===== config.mk =====
export PLATFORM = sky130hd
export DESIGN_NAME = sim_uart_monitor_flat
export DESIGN_NICKNAME = d
export VERILOG_FILES = /design/src/rtl/sim_uart_pkg.sv /design/src/rtl/sim_uart_monitor_if.sv /design/src/rtl/sim_uart_rx_chan.sv /design/src/rtl/sim_uart_monitor.sv /design/src/flat_wrapper.sv
export SDC_FILE = /design/constraint.sdc
export NUM_CORES = 1
export LEC_CHECK = 0
export ABC_CLOCK_PERIOD_IN_PS = 2470
export BUFFER_PORTS_ARGS = -buffer_cell sky130_fd_sc_hd__buf_2
export CORE_MARGIN = 2
export CORE_UTILIZATION = 55
export CTS_BUF_LIST = sky130_fd_sc_hd__clkbuf_8 sky130_fd_sc_hd__clkbuf_16
export DETAILED_ROUTE_END_ITERATION = 8
export PLACE_DENSITY = 0.72
export SLEW_MARGIN = 20
export SYNTH_ARGS = -nofsm -noshare
export SYNTH_HDL_FRONTEND = slang
export SYNTH_SLANG_ARGS = --single-unit

===== constraint.sdc =====
create_clock -name clk12 -period 2.47 [get_ports clk12]
set_input_delay 0.247 -clock clk12 [delete_from_list [all_inputs] [get_ports clk12]]
set_output_delay 0.247 -clock clk12 [all_outputs]
set_load 0.005 [all_outputs]

===== src/rtl/sim_uart_pkg.sv =====
// Shared types, default constants and helpers for the simulation UART monitor.
package sim_uart_pkg;

  typedef enum logic [1:0] {
    IDLE  = 2'd0,
    START = 2'd1,
    DATA  = 2'd2,
    STOP  = 2'd3
  } rx_state_t;

  localparam int         CLK_DIV_115200 = 104;
  localparam logic [7:0] PASS_CHAR_DEF  = 8'h06;
  localparam logic [7:0] FAIL_CHAR_DEF  = 8'h15;

  // Width of a channel index; a single channel still gets one bit.
  function automatic int chan_w(input int n);
    return (n <= 1) ? 1 : $clog2(n);
  endfunction

endpackage


===== src/rtl/sim_uart_monitor_if.sv =====
// Byte stream from the monitor to its consumer: valid/ready plus channel tag.
interface sim_uart_monitor_if #(parameter int CW = 1) ();
  logic          out_valid;
  logic          out_ready;
  logic [CW-1:0] out_chan;
  logic [7:0]    out_data;

  modport master (output out_valid, output out_chan, output out_data, input out_ready);
  modport slave  (input out_valid, input out_chan, input out_data, output out_ready);
endinterface


===== src/rtl/sim_uart_rx_chan.sv =====
// One UART receive lane: 2-FF synchronizer, bit-timing down-counter, 8N1 deframer.
//
//   state | meaning
//   IDLE  | line idle, waiting for a low level
//   START | half-bit wait, then confirm the start bit is still low
//   DATA  | sample 8 data bits LSB first, one per CLK_DIV cycles
//   STOP  | sample the stop bit; after a bad stop, wait for the line to go high
//
// byte_valid / frame_err_pulse are decodes of the stop-sample cycle so the
// holding register in the parent captures the byte on that same edge.
module sim_uart_rx_chan
  import sim_uart_pkg::*;
#(
  parameter int CLK_DIV = CLK_DIV_115200
) (
  input  logic       clk12,
  input  logic       reset,
  input  logic       rx,
  output logic       byte_valid,
  output logic [7:0] rx_byte,
  output logic       frame_err_pulse
);

  localparam int BW = $clog2(CLK_DIV);

  logic [1:0]    sync;
  logic          rx_s;
  rx_state_t     state;
  logic [BW-1:0] bitcnt;
  logic [2:0]    bitidx;
  logic [7:0]    shreg;
  logic          brk;
  logic          sample;

  assign rx_s   = sync[1];
  assign sample = (bitcnt == '0);

  assign byte_valid      = (state == STOP) && !brk && sample && rx_s;
  assign frame_err_pulse = (state == STOP) && !brk && sample && !rx_s;
  assign rx_byte         = shreg;

  // Synchronize the asynchronous line; preset high so reset never looks like a start bit.
  always_ff @(posedge clk12) begin
    if (reset) sync <= 2'b11;
    else       sync <= {sync[0], rx};
  end

  // Receive FSM with bit-period down-counter and LSB-first shift register.
  always_ff @(posedge clk12) begin
    if (reset) begin
      state  <= IDLE;
      bitcnt <= '0;
      bitidx <= '0;
      shreg  <= '0;
      brk    <= 1'b0;
    end else begin
      case (state)
        IDLE: begin
          if (!rx_s) begin
            bitcnt <= BW'(CLK_DIV / 2 - 1);
            state  <= START;
          end
        end
        START: begin
          if (sample) begin
            if (rx_s) begin
              state <= IDLE;
            end else begin
              bitcnt <= BW'(CLK_DIV - 1);
              bitidx <= '0;
              state  <= DATA;
            end
          end else begin
            bitcnt <= bitcnt - 1'b1;
          end
        end
        DATA: begin
          if (sample) begin
            shreg  <= {rx_s, shreg[7:1]};
            bitcnt <= BW'(CLK_DIV - 1);
            bitidx <= bitidx + 1'b1;
            if (bitidx == 3'd7) state <= STOP;
          end else begin
            bitcnt <= bitcnt - 1'b1;
          end
        end
        STOP: begin
          if (brk) begin
            if (rx_s) begin
              brk   <= 1'b0;
              state <= IDLE;
            end
          end else if (sample) begin
            if (rx_s) state <= IDLE;
            else      brk   <= 1'b1;
          end else begin
            bitcnt <= bitcnt - 1'b1;
          end
        end
        default: state <= IDLE;
      endcase
    end
  end

endmodule


===== src/rtl/sim_uart_monitor.sv =====
// Multi-channel UART monitor: per-channel receivers, one-deep holding registers,
// round-robin merge onto a valid/ready stream, pass/fail marker and watchdog flags.
module sim_uart_monitor
  import sim_uart_pkg::*;
#(
  parameter int          NCHAN     = 2,
  parameter int          CLK_DIV   = CLK_DIV_115200,
  parameter logic [7:0]  PASS_CHAR = PASS_CHAR_DEF,
  parameter logic [7:0]  FAIL_CHAR = FAIL_CHAR_DEF,
  parameter logic [31:0] TIMEOUT   = 32'd4_000_000
) (
  input  logic              clk12,
  input  logic              reset,
  input  logic [NCHAN-1:0]  rx,
  sim_uart_monitor_if.master out_if,
  output logic [NCHAN-1:0]  frame_err,
  output logic [NCHAN-1:0]  overrun,
  output logic              sim_done,
  output logic              sim_success,
  output logic              sim_timeout
);

  localparam int CW = chan_w(NCHAN);

  logic [NCHAN-1:0] bv;
  logic [NCHAN-1:0] fe;
  logic [7:0]       bd [NCHAN];

  logic [NCHAN-1:0] hold_full;
  logic [7:0]       hold_data [NCHAN];

  logic             out_valid_q;
  logic [CW-1:0]    out_chan_q;
  logic [7:0]       out_data_q;
  logic [CW-1:0]    rr_ptr;

  logic             hs;
  logic [NCHAN-1:0] pop_mask;
  logic [NCHAN-1:0] avail;
  logic [CW-1:0]    gnt;
  logic             gnt_found;
  int               idx;

  logic             pass_any;
  logic             fail_any;
  logic [31:0]      wd_cnt;
  logic             wd_hit;

  for (genvar g = 0; g < NCHAN; g++) begin : g_chan
    sim_uart_rx_chan #(.CLK_DIV(CLK_DIV)) u_chan (
      .clk12           (clk12),
      .reset           (reset),
      .rx              (rx[g]),
      .byte_valid      (bv[g]),
      .rx_byte         (bd[g]),
      .frame_err_pulse (fe[g])
    );
  end

  assign out_if.out_valid = out_valid_q;
  assign out_if.out_chan  = out_chan_q;
  assign out_if.out_data  = out_data_q;

  // The holding entry of the channel on the output is only released by the handshake.
  assign hs       = out_valid_q && out_if.out_ready;
  assign pop_mask = hs ? (NCHAN'(1) << out_chan_q) : '0;
  assign avail    = hold_full & ~pop_mask;
  assign wd_hit   = (TIMEOUT != 32'd0) && (wd_cnt == TIMEOUT - 32'd1);

  // Round-robin pick: first full holding register at or after rr_ptr.
  always_comb begin
    gnt       = '0;
    gnt_found = 1'b0;
    idx       = 0;
    for (int k = 0; k < NCHAN; k++) begin
      idx = int'(rr_ptr) + k;
      if (idx >= NCHAN) idx = idx - NCHAN;
      if (!gnt_found && avail[idx]) begin
        gnt_found = 1'b1;
        gnt       = CW'(idx);
      end
    end
  end

  // Marker detection on every good byte, whether or not it fits in the holding register.
  always_comb begin
    pass_any = 1'b0;
    fail_any = 1'b0;
    for (int i = 0; i < NCHAN; i++) begin
      if (bv[i] && bd[i] == PASS_CHAR) pass_any = 1'b1;
      if (bv[i] && bd[i] == FAIL_CHAR) fail_any = 1'b1;
    end
  end

  // Holding registers plus sticky overrun/frame-error flags; a full entry keeps its old byte.
  always_ff @(posedge clk12) begin
    if (reset) begin
      hold_full <= '0;
      overrun   <= '0;
      frame_err <= '0;
      for (int i = 0; i < NCHAN; i++) hold_data[i] <= '0;
    end else begin
      for (int i = 0; i < NCHAN; i++) begin
        if (bv[i]) begin
          if (hold_full[i] && !pop_mask[i]) begin
            overrun[i] <= 1'b1;
          end else begin
            hold_full[i] <= 1'b1;
            hold_data[i] <= bd[i];
          end
        end else if (pop_mask[i]) begin
          hold_full[i] <= 1'b0;
        end
        if (fe[i]) frame_err[i] <= 1'b1;
      end
    end
  end

  // Output register: reload when empty or consumed; pointer moves past the consumed channel.
  always_ff @(posedge clk12) begin
    if (reset) begin
      out_valid_q <= 1'b0;
      out_chan_q  <= '0;
      out_data_q  <= '0;
      rr_ptr      <= '0;
    end else begin
      if ((!out_valid_q || out_if.out_ready) && gnt_found) begin
        out_valid_q <= 1'b1;
        out_chan_q  <= gnt;
        out_data_q  <= hold_data[gnt];
      end else if (out_if.out_ready) begin
        out_valid_q <= 1'b0;
      end
      if (hs) rr_ptr <= (out_chan_q == CW'(NCHAN - 1)) ? '0 : out_chan_q + 1'b1;
    end
  end

  // Run-end flags: first event wins, FAIL beats PASS, any marker beats the watchdog.
  always_ff @(posedge clk12) begin
    if (reset) begin
      sim_done    <= 1'b0;
      sim_success <= 1'b0;
      sim_timeout <= 1'b0;
      wd_cnt      <= '0;
    end else if (!sim_done) begin
      wd_cnt <= wd_cnt + 32'd1;
      if (fail_any) begin
        sim_done <= 1'b1;
      end else if (pass_any) begin
        sim_done    <= 1'b1;
        sim_success <= 1'b1;
      end else if (wd_hit) begin
        sim_done    <= 1'b1;
        sim_timeout <= 1'b1;
      end
    end
  end

endmodule


===== src/flat_wrapper.sv =====
// flat-port wrapper written by rule: the top's interface ports become plain ports
module sim_uart_monitor_flat import sim_uart_pkg::*;
#(
  parameter int          NCHAN     = 2,
  parameter int          CLK_DIV   = CLK_DIV_115200,
  parameter logic [7:0]  PASS_CHAR = PASS_CHAR_DEF,
  parameter logic [7:0]  FAIL_CHAR = FAIL_CHAR_DEF,
  parameter logic [31:0] TIMEOUT   = 32'd4_000_000
)
  (clk12, reset, rx, frame_err, overrun, sim_done, sim_success, sim_timeout, out_if_out_valid, out_if_out_chan, out_if_out_data, out_if_out_ready);
  sim_uart_monitor_if #(.CW(1)) out_if_i ();
  input  logic clk12;
  input  logic reset;
  input  logic [NCHAN-1:0] rx;
  output logic [NCHAN-1:0] frame_err;
  output logic [NCHAN-1:0] overrun;
  output logic sim_done;
  output logic sim_success;
  output logic sim_timeout;
  output wire logic [$bits(out_if_i.out_valid)-1:0] out_if_out_valid;
  output wire logic [$bits(out_if_i.out_chan)-1:0] out_if_out_chan;
  output wire logic [$bits(out_if_i.out_data)-1:0] out_if_out_data;
  input wire logic [$bits(out_if_i.out_ready)-1:0] out_if_out_ready;
  assign out_if_out_valid = out_if_i.out_valid;
  assign out_if_out_chan = out_if_i.out_chan;
  assign out_if_out_data = out_if_i.out_data;
  assign out_if_i.out_ready = out_if_out_ready;
  sim_uart_monitor #(.NCHAN(NCHAN), .CLK_DIV(CLK_DIV), .PASS_CHAR(PASS_CHAR), .FAIL_CHAR(FAIL_CHAR), .TIMEOUT(TIMEOUT)) u_core (.clk12(clk12), .reset(reset), .rx(rx), .out_if(out_if_i), .frame_err(frame_err), .overrun(overrun), .sim_done(sim_done), .sim_success(sim_success), .sim_timeout(sim_timeout));
endmodule

==> impl_metrics.ini, run 1 <==
[run_status]
status = finished, final reports clean

[logic_synthesis]
mappedNetlistArea_um2 = 5420
synth_most_common_cell = dfxtp_1
syn_area_per_cell_um2 = 9.11
synthFlopType = dfxtp_1
ys_seq_area_frac = 0.451
synth_top_area_share = 0.362
synth_enable_flop_cells = 16
yosys.cell_types.count = 60
ys_async_sr_fraction = 0
synth_warnings = 0
syn_inst = 595
synthTopCellsByArea = dfxtp_1 36%, edfxtp_1 8.9%, nor2_1 6.0%
syn_nets = 618
synth_commonest_cells = 98 x dfxtp_1, 87 x nor2_1, 30 x nand2_1, 26 x inv_1, 26 x mux2i_1
yosysTopAreaCell = dfxtp_1
ys_seq_elements = 114

[power]
seq_power_share = 0.388
clkPwrFrac = 0.485
peakVddDrop_mv = 0.466
p_int_w = 0.00380
power.density_nw_per_um2 = 807
swShare = 0.257
leakage_nw = 2.50
power_frac_comb = 0.127
switchingPower_w = 0.00132

[routing]
drc = 0
ant_nets = 0
wire_per_inst_um = 15.2
vias = 4444
routed-wl-met2_mm = 5.33
m1WireLength_mm = 5.52
firstDrtPassIters = 4
drt_iter0_drc = 272
top_layer = met4
wl_met3_um = 623
routed_via_density = 5.76
totalWireLength_mm = 11.7

[clocking]
numCtsBuffers = 17
clock-root-buffer = clkbuf_8
h-tree-depth = 4
cts_tree = done
clk-insertion-delay-late_ps = 510
postCtsSetupRepairBufs = 0
clock_sinks = 114
path_clk_slew_ps = 60
clock_path_buffers = 2

[critical_path]
r2r_setup_slack_ps = 300
worstSetupPathType = reg2reg
critPathMaxFanout = 8
reg2regPathDepth = 6
worst_setup_path_start_kind = flip-flop
end_kind = flip-flop
arrival_ps = 2340
worstReg2RegStart = u_core.g_chan[1].u_chan.bitcnt[0]$_SDFFE_PP0P_
cp.required_ps = 2640
timing.rr.end = u_core.hold_data[1][3]$_SDFFCE_PN0P_

[floorplanning]
num_rows = 36
start_util = 0.560
core_um2 = 9680
die_y_um = 103
dieArea_um2 = 10700
ios = 22
die_x_um = 103

[global_route]
overflow = 0
antenna_found_initial = 0
grt_pass1_vias = 3983
grt_util_all_layers = 0.229
grt_max_degree = 34
grt_pass1_wl_mm = 19.1

[place]
port_buffers = 21
hpwl_mm = 7.80
gp_congestion = 0.875
placed_cells = 737

[cells_and_area]
area_growth_pct = 17.1
finish.utilization = 0.655
drive_gt1_frac = 0.133
n_antenna_cell = 0
nets = 649
final-instance-count-excl-fill = 772

[timing]
rsz0062_at_grt = no
hold_viol_final = 0
timing.hold.ws_ps = 129
period_needed_ps = 2170
timing.final.crit_share = 0.880
setup-violations-final = 0
clock.fmax_ghz = 0.460
tns_ps = 0
maxSlewViolCount = 0
final.setup_skew_ps = 11.1
max_slew.worst_pin.slew_ps = 947
relSlewSlack = 0.368

[hold_path]
hold_depth = 2
min-delay-start = reset
worstHoldEndpoint = u_core.overrun[0]$_SDFFE_PP0P_
hp-class = in2reg

[run]
cap_violations = 0
## critical path, stage by stage, from the launching register on
cell and delay (ps):
dfxtp_1 300, inv_1 90, ha_1 230, nor4b_4 330, and2_1 250, nand4_1 230
nand2_1 390
## what timing repair did
item,CTS,global route
endpoints found under the setup margin,0,4
gates resized for setup,0,2
hold endpoints to repair,3,0
hold buffers,3,0
## layout make-up
cell class	instances	area, um2
Clock buffer	20	489
Timing Repair Buffer	39	248
Tap cell	133	166
Clock inverter	12	124
Sequential cell	114	2440
Multi-Input combinational cell	427	2770
Fill cell	780	3340
Inverter	27	101
## power groups by stage
stage / Clock, W / Combinational [W] / Sequential (W)
after floorplan: 0 / 0.000470 / 0.00201
after detailed placement: 0 / 0.000630 / 0.00203
after global routing: 0.00260 / 0.000719 / 0.00199
final: 0.00248 / 0.000651 / 0.00199
after global placement: 0 / 0.000624 / 0.00202
after CTS: 0.00251 / 0.000643 / 0.00199
## per-stage QoR
stage	setup slack, ps	instance area (um2)	total power [W]
CTS	242	6330	0.00514
finish	295	6340	0.00512
global placement	347	5680	0.00265
floorplan	513	5420	0.00248
global route	118	6340	0.00531
detailed placement	271	5680	0.00266
## registers in the layout (all words and copies together), names as in the netlist, 2 cells and up, named ones only
register and flops:
u_core.overrun 2, u_core.out_if.out_data 8, u_core.frame_err 2, u_core.g_chan.u_chan.bitcnt 14, u_core.hold_full 2, u_core.g_chan.u_chan.bitidx 6
u_core.hold_data 16, u_core.wd_cnt 32, u_core.g_chan.u_chan.brk 2, u_core.g_chan.u_chan.sync 4, u_core.g_chan.u_chan.rx_byte 16, u_core.g_chan.u_chan.state 2
## layout by cell type (no fill, tap or decap), types with 3 or more instances in the layout
| cell | count |
|---|---|
| and3_1 | 5 |
| nand4_1 | 10 |
| nand2_1 | 30 |
| buf_2 | 21 |
| mux2i_1 | 26 |
| nor4b_1 | 7 |
| clkinv_2 | 3 |
| clkbuf_16 | 19 |
| nor3_1 | 15 |
| a21oi_1 | 24 |
| o21a_1 | 4 |
| dfxtp_1 | 98 |
| nor2b_1 | 4 |
| o21bai_1 | 3 |
| a211oi_1 | 21 |
| o21ai_0 | 16 |
| nor2_1 | 87 |
| a22oi_1 | 4 |
| and2_1 | 21 |
| buf_4 | 15 |
| a31oi_1 | 7 |
| or3_4 | 3 |
| nand3_1 | 19 |
| inv_1 | 27 |
| and4_1 | 3 |
| nor4_1 | 14 |
| or2_2 | 4 |
| xor2_1 | 9 |
| xnor2_1 | 19 |
| or3_1 | 10 |
| edfxtp_1 | 16 |
| ha_1 | 18 |
| clkinvlp_4 | 4 |
| o31ai_1 | 4 |
| nor4bb_1 | 3 |
| dlygate4sd3_1 | 3 |
| nand2b_1 | 7 |
## worst max-delay path by stage
| stage | endpoint | cells past startpoint | slack (ps) | from |
|---|---|---|---|---|
| after floorplan | u_core.hold_data[0][3]$_SDFFCE_PN0P_ | 9 | 510 | u_core.g_chan[1].u_chan.bitcnt[0]$_SDFFE_PP0P_ |
| after global placement | u_core.sim_timeout$_SDFFE_PP0P_ | 6 | 350 | u_core.g_chan[0].u_chan.state[0]$_SDFFE_PP0P_ |
| after detailed placement | u_core.sim_timeout$_SDFFE_PP0P_ | 6 | 270 | u_core.g_chan[0].u_chan.state[0]$_SDFFE_PP0P_ |
| after CTS | u_core.sim_timeout$_SDFFE_PP0P_ | 6 | 240 | u_core.g_chan[0].u_chan.state[0]$_SDFFE_PP0P_ |
| after global routing | u_core.sim_timeout$_SDFFE_PP0P_ | 6 | 120 | u_core.g_chan[0].u_chan.state[0]$_SDFFE_PP0P_ |
| final | u_core.hold_data[1][3]$_SDFFCE_PN0P_ | 6 | 300 | u_core.g_chan[1].u_chan.bitcnt[0]$_SDFFE_PP0P_ |
## layer usage
layer	vias to the layer above	GRT usage
met5	-	0
met3	32	0.0712
li1	2179	-
met2	133	0.346
met1	2100	0.315
met4	0	0.0739
## cell families after synthesis
group,after synthesis,share of synthesized area
AO/OA/AOI/OAI,99,0.119
XOR/XNOR,28,0.0453
adder cells (fa/ha/maj),18,0.0416
buffers and inverters,54,0.0409
flip-flops,114,0.451
multiplexers,27,0.0501
AND/OR/NAND/NOR,255,0.252
Note: power is estimated with default switching activity, not from simulation.
==> run 2: changes to the inputs <==
Settings changed: ABC_CLOCK_PERIOD_IN_PS 2470 to 2000, PLACE_DENSITY 0.72 to 0.75.
Clock period 2.47 ns to 2 ns, I/O delays scaled along.
==> run 2 against run 1 <==
  * Clock skew rose by 1.9 ps
  * Non-clock buffer count rose by 17
  * Via count increased by 1.1%
  * Fmax up 13%
  * Critical endpoint is now u_core.g_chan[1].u_chan.bitcnt[0]$_SDFFE_PP0P_
  * Largest cell class unchanged
==> impl_metrics.ini, run 2 (synthesis results as in run 1) <==
[run_status]
status = finished, final reports clean

[cells_and_area]
final-instance-count-excl-fill = 789
layout_common_cells = 94 x dfxtp_1, 87 x nor2_1, 31 x buf_4
final_cell_area_um2 = 6570
largest_reg_flops = 32
fillCellCount = 733
layout_commonest_cell = dfxtp_1
n_antenna_cell = 0
area_growth_pct = 21.2
drive_gt1_frac = 0.191
largest_register = u_core.wd_cnt
nets = 666

[global_route]
grt_max_degree = 50
grt_pass1_vias = 4158
antenna_found_initial = 0
overflow = 0
grt_pass1_wl_mm = 18.9
grt_util_all_layers = 0.227

[clocking]
numCtsBuffers = 17
path_clk_slew_ps = 60
cts_tree = done
clock-root-buffer = clkbuf_8
clk-insertion-delay-late_ps = 520
h-tree-depth = 4
clock_sinks = 114
clock_path_buffers = 2

[routing]
firstDrtPassIters = 5
wire_per_inst_um = 14.8
routed_via_density = 5.69
drc = 0
vias = 4492
drt_iter0_drc = 301
totalWireLength_mm = 11.7
ant_nets = 0

[power]
peakVddDrop_mv = 0.506
leakage_nw = 2.62
clkPwrFrac = 0.485
p_int_w = 0.00480
power_frac_comb = 0.136
seq_power_share = 0.379
swShare = 0.259
switchingPower_w = 0.00168
power.density_nw_per_um2 = 986

[critical_path]
cp.required_ps = 2380
arrival_ps = 2300
critPathMaxFanout = 9
worstSetupPathType = reg2reg
end_kind = flip-flop
worst_setup_path_start_kind = flip-flop

[timing]
max_slew.worst_pin.slew_ps = 597
hold_viol_final = 0
maxSlewViolCount = 0
final.setup_skew_ps = 13.0
timing.final.crit_share = 0.961
relSlewSlack = 0.599
period_needed_ps = 1920
clock.fmax_ghz = 0.520
rsz0062_at_grt = yes
postLayoutSetupSlackWorst_ps = 78.1
setup-violations-final = 0

[place]
dpl_worst_slack_ps = 50.3
hpwl_mm = 7.82
gp_congestion = 0.854
placed_cells = 753
placed_area_um2 = 5820
port_buffers = 21

[floorplanning]
ios = 22
core_um2 = 9680
die_x_um = 103
num_rows = 36
die_y_um = 103
dieArea_um2 = 10700
start_util = 0.560

[run]
cap_violations = 0

[hold_path]
hp-class = in2reg
-- run 2: power groups by stage --
stage	logic (W)	clock network, W	registers (W)
2_1_floorplan	0.000580	0	0.00249
3_3_place_gp	0.000778	0	0.00249
3_5_place_dp	0.000796	0	0.00250
4_1_cts	0.000812	0.00318	0.00245
5_1_grt	0.000976	0.00329	0.00247
6_report	0.000882	0.00314	0.00246
-- run 2: layer usage --
metal / vias up / share of wire / GRT usage
met2: 117 / 0.51 / 0.385
met4: 0 / 0.017 / 0.105
li1: 2222 / - / -
met5: - / 0 / 0
met3: 19 / 0.045 / 0.0612
met1: 2134 / 0.43 / 0.270
-- run 2: layout make-up --
cell class                 instances  area, um2  area share
tap                              133        166      0.0253
sequential                       114       2450       0.373
clock inverter                    15        205      0.0312
multi-input combinational        427       2840       0.433
timing repair buffer              56        388      0.0590
clock buffer                      17        414      0.0630
inverter                          27        104      0.0158
-- run 2: critical path, stage by stage, from the launching register on --
cell and delay [ps]:
dfxtp_1 360, inv_1 110, ha_1 230, and2_1 210, o211ai_1 250, nand3_2 220
nor4b_1 310, a211oi_1 100
-- run 2: worst paths after layout --
path	startpoint	end	slack, ps	depth (start not counted)
setup / recovery	flip-flop	u_core.g_chan[1].u_chan.bitcnt[0]$_SDFFE_PP0P_	80	7
hold / removal	reset	u_core.g_chan[0].u_chan.rx_byte[2]$_SDFFE_PP0P_	80	2
setup reg to reg	flip-flop	u_core.g_chan[1].u_chan.bitcnt[0]$_SDFFE_PP0P_	80	7
hold reg to reg	u_core.g_chan[0].u_chan.sync[0]$_SDFF_PP1_	u_core.g_chan[0].u_chan.sync[1]$_SDFF_PP1_	410	1
-- run 2: stage by stage --
step,power (W),hold slack (ps),util,TNS [ps]
2_1_floorplan,0.00307,304,-,0
6_report,0.00648,81.0,0.678,0
4_1_cts,0.00645,59.6,0.668,0
5_1_grt,0.00673,102,0.678,-1190
3_3_place_gp,0.00327,382,0.601,0
3_5_place_dp,0.00330,387,0.601,0
-- run 2: repair_timing --
action                                  in CTS  in global routing
buffers inserted                             0                  1
hold buffers                                 3                  0
resized for setup                            0                 28
endpoints found under the setup margin       0                 62
endpoints found under the hold margin        3                  0
